## src/rtl/fm7_sdram_pkg.sv

```systemverilog
// Shared SDRAM definitions for the FM-7 memory path: address width,
// requester indices and the read-arbiter state encoding.
package fm7_sdram_pkg;

    localparam int          SDRAM_ADDR_W = 25;
    localparam logic [24:0] TAPE_BASE    = 25'h62;

    localparam int REQ_TAPE = 0;
    localparam int REQ_FDD  = 1;
    localparam int REQ_ROM  = 2;

    typedef enum logic [1:0] {
        ST_IDLE  = 2'd0,
        ST_WAIT  = 2'd1,
        ST_HOLD  = 2'd2,
        ST_DRAIN = 2'd3
    } arb_state_t;

    // Pointer width for n requesters; a single requester still needs one bit.
    function automatic int ptr_w(input int n);
        return (n > 1) ? $clog2(n) : 1;
    endfunction

endpackage

```

## src/rtl/rr_pick.sv

```systemverilog
// Circular first-set-bit search: returns the first asserted request at or
// after rr, wrapping from NREQ-1 back to 0.
module rr_pick
    import fm7_sdram_pkg::*;
#(
    parameter int NREQ = 3,
    parameter int PW   = ptr_w(NREQ)
) (
    input  logic [NREQ-1:0] req,
    input  logic [PW-1:0]   rr,
    output logic [PW-1:0]   grant,
    output logic            any
);

    localparam logic [PW-1:0] LAST = PW'(NREQ - 1);

    logic [PW-1:0] w_idx;

    always_comb begin
        grant = '0;
        any   = 1'b0;
        w_idx = rr;
        for (int k = 0; k < NREQ; k++) begin
            if (!any && req[w_idx]) begin
                grant = w_idx;
                any   = 1'b1;
            end
            w_idx = (w_idx == LAST) ? '0 : w_idx + 1'b1;
        end
    end

endmodule

```

## src/rtl/sdram_rd_arb.sv

```systemverilog
// Round-robin arbiter sharing the SDRAM read channel between level-handshake
// requesters, with a per-read timeout so a stalled controller cannot hang a client.
module sdram_rd_arb
    import fm7_sdram_pkg::*;
#(
    parameter int NREQ    = 3,
    parameter int ADDR_W  = SDRAM_ADDR_W,
    parameter int TIMEOUT = 1023
) (
    input  logic                   CLKSYS,
    input  logic                   RESET,
    input  logic [NREQ-1:0]        req_rd,
    input  logic [NREQ*ADDR_W-1:0] req_addr,
    output logic [15:0]            req_data,
    output logic [NREQ-1:0]        req_stb,
    output logic                   mem_rd,
    output logic [ADDR_W-1:0]      mem_addr,
    input  logic                   mem_ack,
    input  logic [15:0]            mem_dout,
    output logic                   busy,
    output logic                   timeout_err
);

    localparam int PW = ptr_w(NREQ);
    localparam int CW = (TIMEOUT > 0) ? $clog2(TIMEOUT + 1) : 1;
    localparam logic [PW-1:0] LAST = PW'(NREQ - 1);

    arb_state_t        r_state, w_state_nxt;
    logic [PW-1:0]     r_rr, w_rr_nxt;
    logic [PW-1:0]     r_grant, w_grant_nxt;
    logic [CW-1:0]     r_cnt, w_cnt_nxt;
    logic              r_mem_rd, w_mem_rd_nxt;
    logic [ADDR_W-1:0] r_mem_addr, w_mem_addr_nxt;
    logic [NREQ-1:0]   r_stb, w_stb_nxt;
    logic [15:0]       r_data, w_data_nxt;
    logic              r_tout, w_tout_nxt;

    logic [PW-1:0]     w_pick;
    logic              w_any;
    logic [NREQ-1:0]   w_g_oh;

    rr_pick #(
        .NREQ (NREQ),
        .PW   (PW)
    ) u_pick (
        .req   (req_rd),
        .rr    (r_rr),
        .grant (w_pick),
        .any   (w_any)
    );

    always_ff @(posedge CLKSYS or posedge RESET) begin
        if (RESET) begin
            r_state    <= ST_IDLE;
            r_rr       <= '0;
            r_grant    <= '0;
            r_cnt      <= '0;
            r_mem_rd   <= 1'b0;
            r_mem_addr <= '0;
            r_stb      <= '0;
            r_data     <= '0;
            r_tout     <= 1'b0;
        end else begin
            r_state    <= w_state_nxt;
            r_rr       <= w_rr_nxt;
            r_grant    <= w_grant_nxt;
            r_cnt      <= w_cnt_nxt;
            r_mem_rd   <= w_mem_rd_nxt;
            r_mem_addr <= w_mem_addr_nxt;
            r_stb      <= w_stb_nxt;
            r_data     <= w_data_nxt;
            r_tout     <= w_tout_nxt;
        end
    end

    always_comb begin
        w_state_nxt    = r_state;
        w_rr_nxt       = r_rr;
        w_grant_nxt    = r_grant;
        w_cnt_nxt      = r_cnt;
        w_mem_rd_nxt   = r_mem_rd;
        w_mem_addr_nxt = r_mem_addr;
        w_stb_nxt      = r_stb;
        w_data_nxt     = r_data;
        w_tout_nxt     = 1'b0;
        w_g_oh         = '0;
        w_g_oh[r_grant] = 1'b1;

        case (r_state)
            ST_IDLE: begin
                if (w_any) begin
                    w_grant_nxt    = w_pick;
                    w_mem_addr_nxt = req_addr[int'(w_pick)*ADDR_W +: ADDR_W];
                    w_mem_rd_nxt   = 1'b1;
                    w_cnt_nxt      = CW'(TIMEOUT);
                    w_rr_nxt       = (w_pick == LAST) ? '0 : w_pick + 1'b1;
                    w_state_nxt    = ST_WAIT;
                end
            end
            ST_WAIT: begin
                // An ack in the same cycle the counter expires takes priority.
                if (mem_ack) begin
                    w_mem_rd_nxt = 1'b0;
                    if (req_rd[r_grant]) begin
                        w_data_nxt  = mem_dout;
                        w_stb_nxt   = w_g_oh;
                        w_state_nxt = ST_HOLD;
                    end else begin
                        w_state_nxt = ST_IDLE;
                    end
                end else if (r_cnt <= CW'(1)) begin
                    w_mem_rd_nxt = 1'b0;
                    w_cnt_nxt    = '0;
                    w_data_nxt   = 16'hFFFF;
                    w_stb_nxt    = req_rd[r_grant] ? w_g_oh : '0;
                    w_tout_nxt   = 1'b1;
                    w_state_nxt  = ST_DRAIN;
                end else begin
                    w_cnt_nxt = r_cnt - 1'b1;
                end
            end
            ST_HOLD, ST_DRAIN: begin
                if (!req_rd[r_grant]) begin
                    w_stb_nxt   = '0;
                    w_state_nxt = ST_IDLE;
                end
            end
            default: w_state_nxt = ST_IDLE;
        endcase
    end

    assign mem_rd      = r_mem_rd;
    assign mem_addr    = r_mem_addr;
    assign req_stb     = r_stb;
    assign req_data    = r_data;
    assign timeout_err = r_tout;
    assign busy        = (r_state != ST_IDLE);

endmodule

```

## config.mk

```make
export PLATFORM = sky130hd
export DESIGN_NAME = sdram_rd_arb
export DESIGN_NICKNAME = d
export VERILOG_FILES = /design/src/rtl/fm7_sdram_pkg.sv /design/src/rtl/rr_pick.sv /design/src/rtl/sdram_rd_arb.sv
export SDC_FILE = /design/constraint.sdc
export NUM_CORES = 1
export LEC_CHECK = 0
export CORE_AREA = 8 8 99 101
export DETAILED_ROUTE_END_ITERATION = 16
export DIE_AREA = 0 0 107 109
export PLACE_DENSITY = 0.84
export SLEW_MARGIN = 20
export SYNTH_ARGS = -nofsm -noshare
export SYNTH_HDL_FRONTEND = slang
export SYNTH_SLANG_ARGS = --single-unit
```

## constraint.sdc

```tcl
create_clock -name CLKSYS -period 1.97 [get_ports CLKSYS]
set_input_delay 0.394 -clock CLKSYS [delete_from_list [all_inputs] [get_ports CLKSYS]]
set_output_delay 0.394 -clock CLKSYS [all_outputs]
set_load 0.005 [all_outputs]
```

==> flow_summary.yaml, run 1 <==
sta:
  fin_setup_tns_ps: 0
  drv_slew: 0
  grt_setup_unrepaired: "true"
  finalSetupViolCount: 0
  setup_ws_ps: 69.9
  worst_slew_pin_slew_ps: 741
  whs_ps: 422
  period_needed_ps: 1900
  max_freq_mhz: 526
  clock_skew_ps: 16.9
  finalCritPeriodShare_pct: 96.5
  hold_violations: 0
  relSlewSlack_pct: 50.5
grt:
  grt_pass1_vias: 3154
  gr-usage-met1_pct: 17.7
  grt_use_total_pct: 16.5
  grt_max_degree: 63
  met3_usage_pct: 7.57
  overflow: 0
  grt_pass1_wl_mm: 15.2
  antenna_found_initial: 0
  grt_use_met2_pct: 27.2
  busiest_layer: "met2"
critical_path:
  critical_path.top_delay_family: "simple AND/OR/NAND/NOR gates"
  crit_chain: "or4_4 > nor3_4 > nand2_2 > and2_4 > o32ai_1"
  endpoint: "req_stb[2]$_DFFE_PP0P_"
  worstPathRequired_ps: 2210
  critPathLaunchType: "flip-flop"
  cp.buffers_inverters: 0
  worstReg2RegEnd: "req_stb[2]$_DFFE_PP0P_"
  worstSetupPathType: "reg2reg"
  r2r_cells: 5
  path_depth: 5
  regToRegSetupSlack_ps: 70
  cp_max_fo: 5
  cp_slowest_cell: "or4_4"
  crit_arrival_ps: 2140
  r2r_start: "r_cnt[5]$_DFFE_PP0P_"
  worstSetupEndpointType: "flip-flop"
  crit_path_start: "r_cnt[5]$_DFFE_PP0P_"
  critPathMaxStageDelay_ps: 570
hold_path:
  hold_class: "in2async"
route:
  first_pass_iters: 4
  drtIter0Drc: 135
  detail-route-antenna-nets: 0
  vias: 2903
  routedWlPerCell_um: 16.7
  drt-total-wl_mm: 9.42
  viasPerCell: 5.16
  drc: 0
place:
  dp.cells: 546
  gp_congestion: 0.827
  hpwl_mm: 7.27
  place.port_buffers: 143
  placed_area_um2: 4780
  dpl_worst_slack_ps: -248
layout:
  fin_area_um2: 5020
  nets: 550
  drive_above_1_share_pct: 13.8
  area_delta_synth_final_pct: 69.6
  final_common_cell: "clkdlybuf4s50_1"
  final_cell_mix: "clkdlybuf4s50_1 (143), dfrtp_1 (62), o21ai_0 (40)"
  num_antenna_cells: 0
  fin_cells: 563
yosys:
  yosys_warnings: 0
  synth_compound_area_share_pct: 23.8
  synth-seq-area-share_pct: 52.4
  synth_cells: 278
  synth_enable_flop_cells: 0
  ys_ff_latch: 62
  async_flop_share_pct: 100
  synth-adder-area-share_pct: 0.846
  yosysUniqueCellTypes: 38
  yosys-mux-area-fraction_pct: 8.79
  synth_fp_nets: 377
  synth_flop_cell: "dfrtp_1"
  synth-simple-area-share_pct: 9.98
  yosys.area_share.xor_xnor_pct: 0
  syn_area_um2: 2960
  synth_top_family_by_area: "compound AO/OA/AOI/OAI gates"
  syn_avg_cell_area_um2: 10.6
clock_tree:
  insertion_delay_ps: 340
  htree_levels: 3
  postCtsHoldBufs: 0
  cts_buffers: 9
  clk_pin_slew_ps: 80
  cts_tree: "done"
  cts_sinks: 62
  root_buffer: "clkbuf_8"
  cts_buffer_depth: 2
pwr:
  leakagePower_uw: 0.00215
  ir_drop_mv: 0.581
  p_per_area_nw_per_um2: 1260
run:
  max_cap_violations: 0
floorplan:
  rows: 34
  coreArea_um2: 8380
  ioPinCount: 144
  die_y_um: 109
  floorplan.initialDensity_pct: 35.3
  die_w_um: 107
  die_area_um2: 11700
status:
  status: "completed"
==> worst min path at each step <==
stage | from | endpoint | slack [ps] | cells past startpoint
2_1_floorplan | mem_rd$_DFFE_PP0P_ | mem_rd$_DFFE_PP0P_ | 470 | 2
3_3_place_gp | mem_rd$_DFFE_PP0P_ | mem_rd$_DFFE_PP0P_ | 470 | 2
5_1_grt | RESET | mem_addr[8]$_DFFE_PP0P_ | 440 | 3
6_report | RESET | mem_addr[11]$_DFFE_PP0P_ | 420 | 3
3_5_place_dp | mem_rd$_DFFE_PP0P_ | mem_rd$_DFFE_PP0P_ | 470 | 2
4_1_cts | RESET | req_data[3]$_DFFE_PP0P_ | 430 | 3
==> power by group <==
group          leakage (uW)  switching, uW  internal, uW
Sequential         0.000716            333          1800
Combinational       0.00133           1230          1790
Clock              0.000102            506           653
Total               0.00215           2070          4240
==> tightest hold or removal path, cell delays in order <==
cell	delay [ps]
clkdlybuf4s50_1	410
inv_2	70
buf_12	290
==> what timing repair did <==
| item | in CTS | in global routing |
|---|---|---|
| setup buffers | 0 | 2 |
| resized for setup | 1 | 3 |
| setup endpoints to repair | 1 | 17 |
| pin swaps | 0 | 1 |
| hold endpoints to repair | 0 | 0 |
==> cell families (layout without fill, tap and decap cells) <==
| logic type | count (synthesis) | after routing |
|---|---|---|
| muxes | 26 | 26 |
| buffers and inverters | 29 | 206 |
| AOI/OAI and AO/OA | 105 | 105 |
| and+or+nand+nor | 54 | 54 |
| DFF | 62 | 62 |
| adders and majority gates | 2 | 2 |
==> stage by stage <==
step | power [uW] | utilization (%)
5_1_grt | 6750 | 59.9
4_1_cts | 6340 | 59.6
3_5_place_dp | 5150 | 57.1
3_3_place_gp | 5050 | 57.0
6_report | 6310 | 59.9
2_1_floorplan | 3330 | -
==> cell usage after synthesis (2+ instances only) <==
master | number | share of area, %
nor3_1 | 5 | 0.85
buf_2 | 4 | 0.68
o22a_1 | 16 | 4.7
nand2b_1 | 5 | 1.1
a22oi_1 | 26 | 6.6
o32ai_1 | 3 | 0.89
a31oi_1 | 2 | 0.42
o211ai_1 | 2 | 0.51
nor2_1 | 8 | 1.0
ha_1 | 2 | 0.85
inv_1 | 14 | 1.8
a21oi_1 | 4 | 0.68
nand3_1 | 7 | 1.2
dfrtp_1 | 62 | 52
nand2_2 | 2 | 0.42
nor4_1 | 2 | 0.42
o21ai_0 | 41 | 6.9
nor2b_1 | 2 | 0.42
clkbuf_1 | 10 | 1.3
or3_1 | 3 | 0.63
mux2i_1 | 26 | 8.8
a21boi_0 | 3 | 0.76
nand2_1 | 14 | 1.8
==> flip-flops by register name, indices dropped and copies added (netlist names) <==
register     flops
r_state          2
r_rr             2
timeout_err      1
req_data        16
r_grant          2
mem_rd           1
r_cnt           10
req_stb          3
mem_addr        25
==> routing by layer <==
metal  wire (um)  share of wire (%)
met5           0                  0
met4         208                2.2
met3         878                9.3
met2        4610                 49
met1        3720                 39
==> final cells by class <==
type / count / area (um2)
tap: 108 / 135
sequential: 62 / 1550
clock buffer: 11 / 151
timing repair buffer: 177 / 1740
clock inverter: 4 / 55.1
inverter: 14 / 52.6
multi-input combinational: 187 / 1330
fill: 665 / 3360
Power figures use the tool's default switching activity.
==> run 2, diff against run 1 <==
--- a/config.mk
+++ b/config.mk
@@ -5,9 +5,10 @@
 export SDC_FILE = /design/constraint.sdc
 export NUM_CORES = 1
 export LEC_CHECK = 0
-export CORE_AREA = 8 8 99 101
+export ABC_AREA = 1
+export CORE_AREA = 8 8 106 108
 export DETAILED_ROUTE_END_ITERATION = 16
-export DIE_AREA = 0 0 107 109
+export DIE_AREA = 0 0 114 116
 export PLACE_DENSITY = 0.84
 export SLEW_MARGIN = 20
 export SYNTH_ARGS = -nofsm -noshare
==> flow_summary.yaml, run 2 <==
status:
  status: "completed"
route:
  drc: 0
  routedWlPerCell_um: 13.5
  vias: 3722
  viasPerCell: 4.61
  drt-total-wl_mm: 10.9
  first_pass_iters: 4
  drtIter0Drc: 166
  detail-route-antenna-nets: 0
yosys:
  synth_cells: 511
  yosysTopAreaCellShare_pct: 41.3
  yosysUniqueCellTypes: 36
  async_flop_share_pct: 100
  synth_top_cell_by_area: "dfrtp_1"
  synth-seq-area-share_pct: 41.3
  synth_most_common_cell: "nand2_1"
  synth_fp_nets: 610
  synth_area_leaders: "dfrtp_1 (41%), nand2_1 (19%), inv_1 (6.7%)"
  yosys-top-cells-count: "nand2_1 (189), inv_1 (67), dfrtp_1 (62)"
  synth_enable_flop_cells: 0
  yosys_warnings: 0
  syn_avg_cell_area_um2: 7.36
  syn_area_um2: 3760
  ys_ff_latch: 62
  synth_flop_cell: "dfrtp_1"
sta:
  relSlewSlack_pct: 69.0
  finalCritPeriodShare_pct: 90.5
  grt_setup_unrepaired: "false"
  drv_slew: 0
  period_needed_ps: 1780
  max_freq_mhz: 561
  worst_slew_pin_slew_ps: 465
  setup_ws_ps: 186
  whs_ps: 367
  hold_violations: 0
  clock_skew_ps: 7.60
  finalSetupViolCount: 0
  fin_setup_tns_ps: 0
clock_tree:
  root_buffer: "clkbuf_8"
  clk_pin_slew_ps: 70
  cts_buffers: 9
  cts_tree: "done"
  cts_sinks: 62
  htree_levels: 3
  insertion_delay_ps: 330
  cts_buffer_depth: 2
  postCtsHoldBufs: 0
grt:
  grt_pass1_vias: 3959
  grt_pass1_wl_mm: 18.0
  grt_max_degree: 31
  overflow: 0
  antenna_found_initial: 0
  grt_use_total_pct: 16.9
floorplan:
  rows: 36
  die_y_um: 116
  die_w_um: 114
  ioPinCount: 144
  die_area_um2: 13200
  coreArea_um2: 9550
  floorplan.initialDensity_pct: 39.4
place:
  placed_area_um2: 5430
  dpl_worst_slack_ps: -211
  place.port_buffers: 143
  gp_congestion: 0.868
  hpwl_mm: 8.71
critical_path:
  worstSetupPathType: "reg2reg"
  crit_arrival_ps: 2010
  worstSetupEndpointType: "flip-flop"
  critPathMaxStageDelay_ps: 560
  cp.buffers_inverters: 3
  crit_chain: "inv_4 > nand3_1 > nand3_2 > nor2_4 > nand3_1 > nand2_2 > inv_2 > buf_12 > nand2_1 > nand2_1 > nand2_1 > nand2_1"
  critical_path.top_delay_family: "simple AND/OR/NAND/NOR gates"
  cp_max_fo: 22
  worstPathRequired_ps: 2190
  cp_slowest_cell: "dfrtp_1"
  timing.critical_path.mode_cell: "nand2_1"
  critPathLaunchType: "flip-flop"
layout:
  fin_area_um2: 5630
  final_cell_mix: "nand2_1 (189), clkdlybuf4s50_1 (143), inv_1 (66)"
  drive_above_1_share_pct: 11.6
  nets: 769
  area_delta_synth_final_pct: 49.6
  largest_reg_flops: 25
  final_common_cell: "nand2_1"
  num_antenna_cells: 0
  fin_util_pct: 58.9
pwr:
  ir_drop_mv: 0.569
  swShare_pct: 41.1
  leakagePower_uw: 0.00278
  pwr-share-comb_pct: 57.6
  p_seq_share_pct: 28.3
  intPower_uw: 4470
  p_per_area_nw_per_um2: 1350
  power_frac_clock_pct: 14.2
  switchingPower_uw: 3120
hold_path:
  hold_class: "in2async"
run:
  max_cap_violations: 0
-- run 2: cell types whose count changed after synthesis, moves of 23 or more --
cell,change
a22oi_1,-26
mux2i_1,-26
inv_1,+53
nor2_1,+35
nand2_1,+175
o21ai_0,-34
a21oi_1,+23
-- run 2: timing repair --
action / 4_1_cts / 5_1_grt
endpoints found under the setup margin: 0 / 39
buffers inserted: 0 / 0
resized for setup: 0 / 2
-- run 2: kinds of logic after synthesis --
| family | share of synthesized area (%) |
|---|---|
| AND/OR/NAND/NOR | 34.3 |
| buffers and inverters | 12.8 |
| flip-flops | 41.3 |
| AO/OA/AOI/OAI | 10.1 |
| XOR/XNOR | 0.932 |
| adder cells (fa/ha/maj) | 0.665 |
-- run 2: path summary, 6_finish.rpt --
check / start / end / slack [ps] / depth (start not counted)
worst max register to register: r_rr[1]$_DFFE_PP0P_ / mem_addr[20]$_DFFE_PP0P_ / 190 / 12
worst min-delay path: RESET / mem_addr[0]$_DFFE_PP0P_ / 370 / 2
worst min register to register: mem_addr[18]$_DFFE_PP0P_ / mem_addr[18]$_DFFE_PP0P_ / 480 / 2
min in group CLKSYS: mem_addr[18]$_DFFE_PP0P_ / mem_addr[18]$_DFFE_PP0P_ / 480 / 2
max in group asynchronous: RESET / req_data[10]$_DFFE_PP0P_ / 1040 / 3
worst max-delay path: r_rr[1]$_DFFE_PP0P_ / mem_addr[20]$_DFFE_PP0P_ / 190 / 12
-- run 2: routing by layer --
layer,track usage [%],part of all wire (%)
met2,31.6,53
met1,17.7,40
met4,4.79,1.1
met5,0,0
met3,5.52,6.2
-- run 2: power by group through the flow --
| stage | combinational [uW] | clock [uW] | sequential [uW] |
|---|---|---|---|
| 2_1_floorplan | 2660 | 0 | 2110 |
| 3_3_place_gp | 4230 | 0 | 2140 |
| 3_5_place_dp | 4390 | 0 | 2160 |
| 4_1_cts | 4400 | 1110 | 2150 |
| 5_1_grt | 4880 | 1170 | 2210 |
| 6_report | 4370 | 1070 | 2150 |
-- run 2: per-stage QoR --
step / total power, uW / cells
2_1_floorplan: 4760 / 511
3_3_place_gp: 6370 / 792
3_5_place_dp: 6550 / 792
4_1_cts: 7660 / 808
5_1_grt: 8250 / 808
6_report: 7590 / 808
-- run 2: final cells by class --
type / count / area (um2)
Clock buffer: 9 / 124
Timing Repair Buffer: 166 / 1680
Fill cell: 859 / 3920
Tap cell: 133 / 166
Sequential cell: 62 / 1550
Multi-Input combinational cell: 351 / 1740
Clock inverter: 7 / 65.1
Inverter: 80 / 303
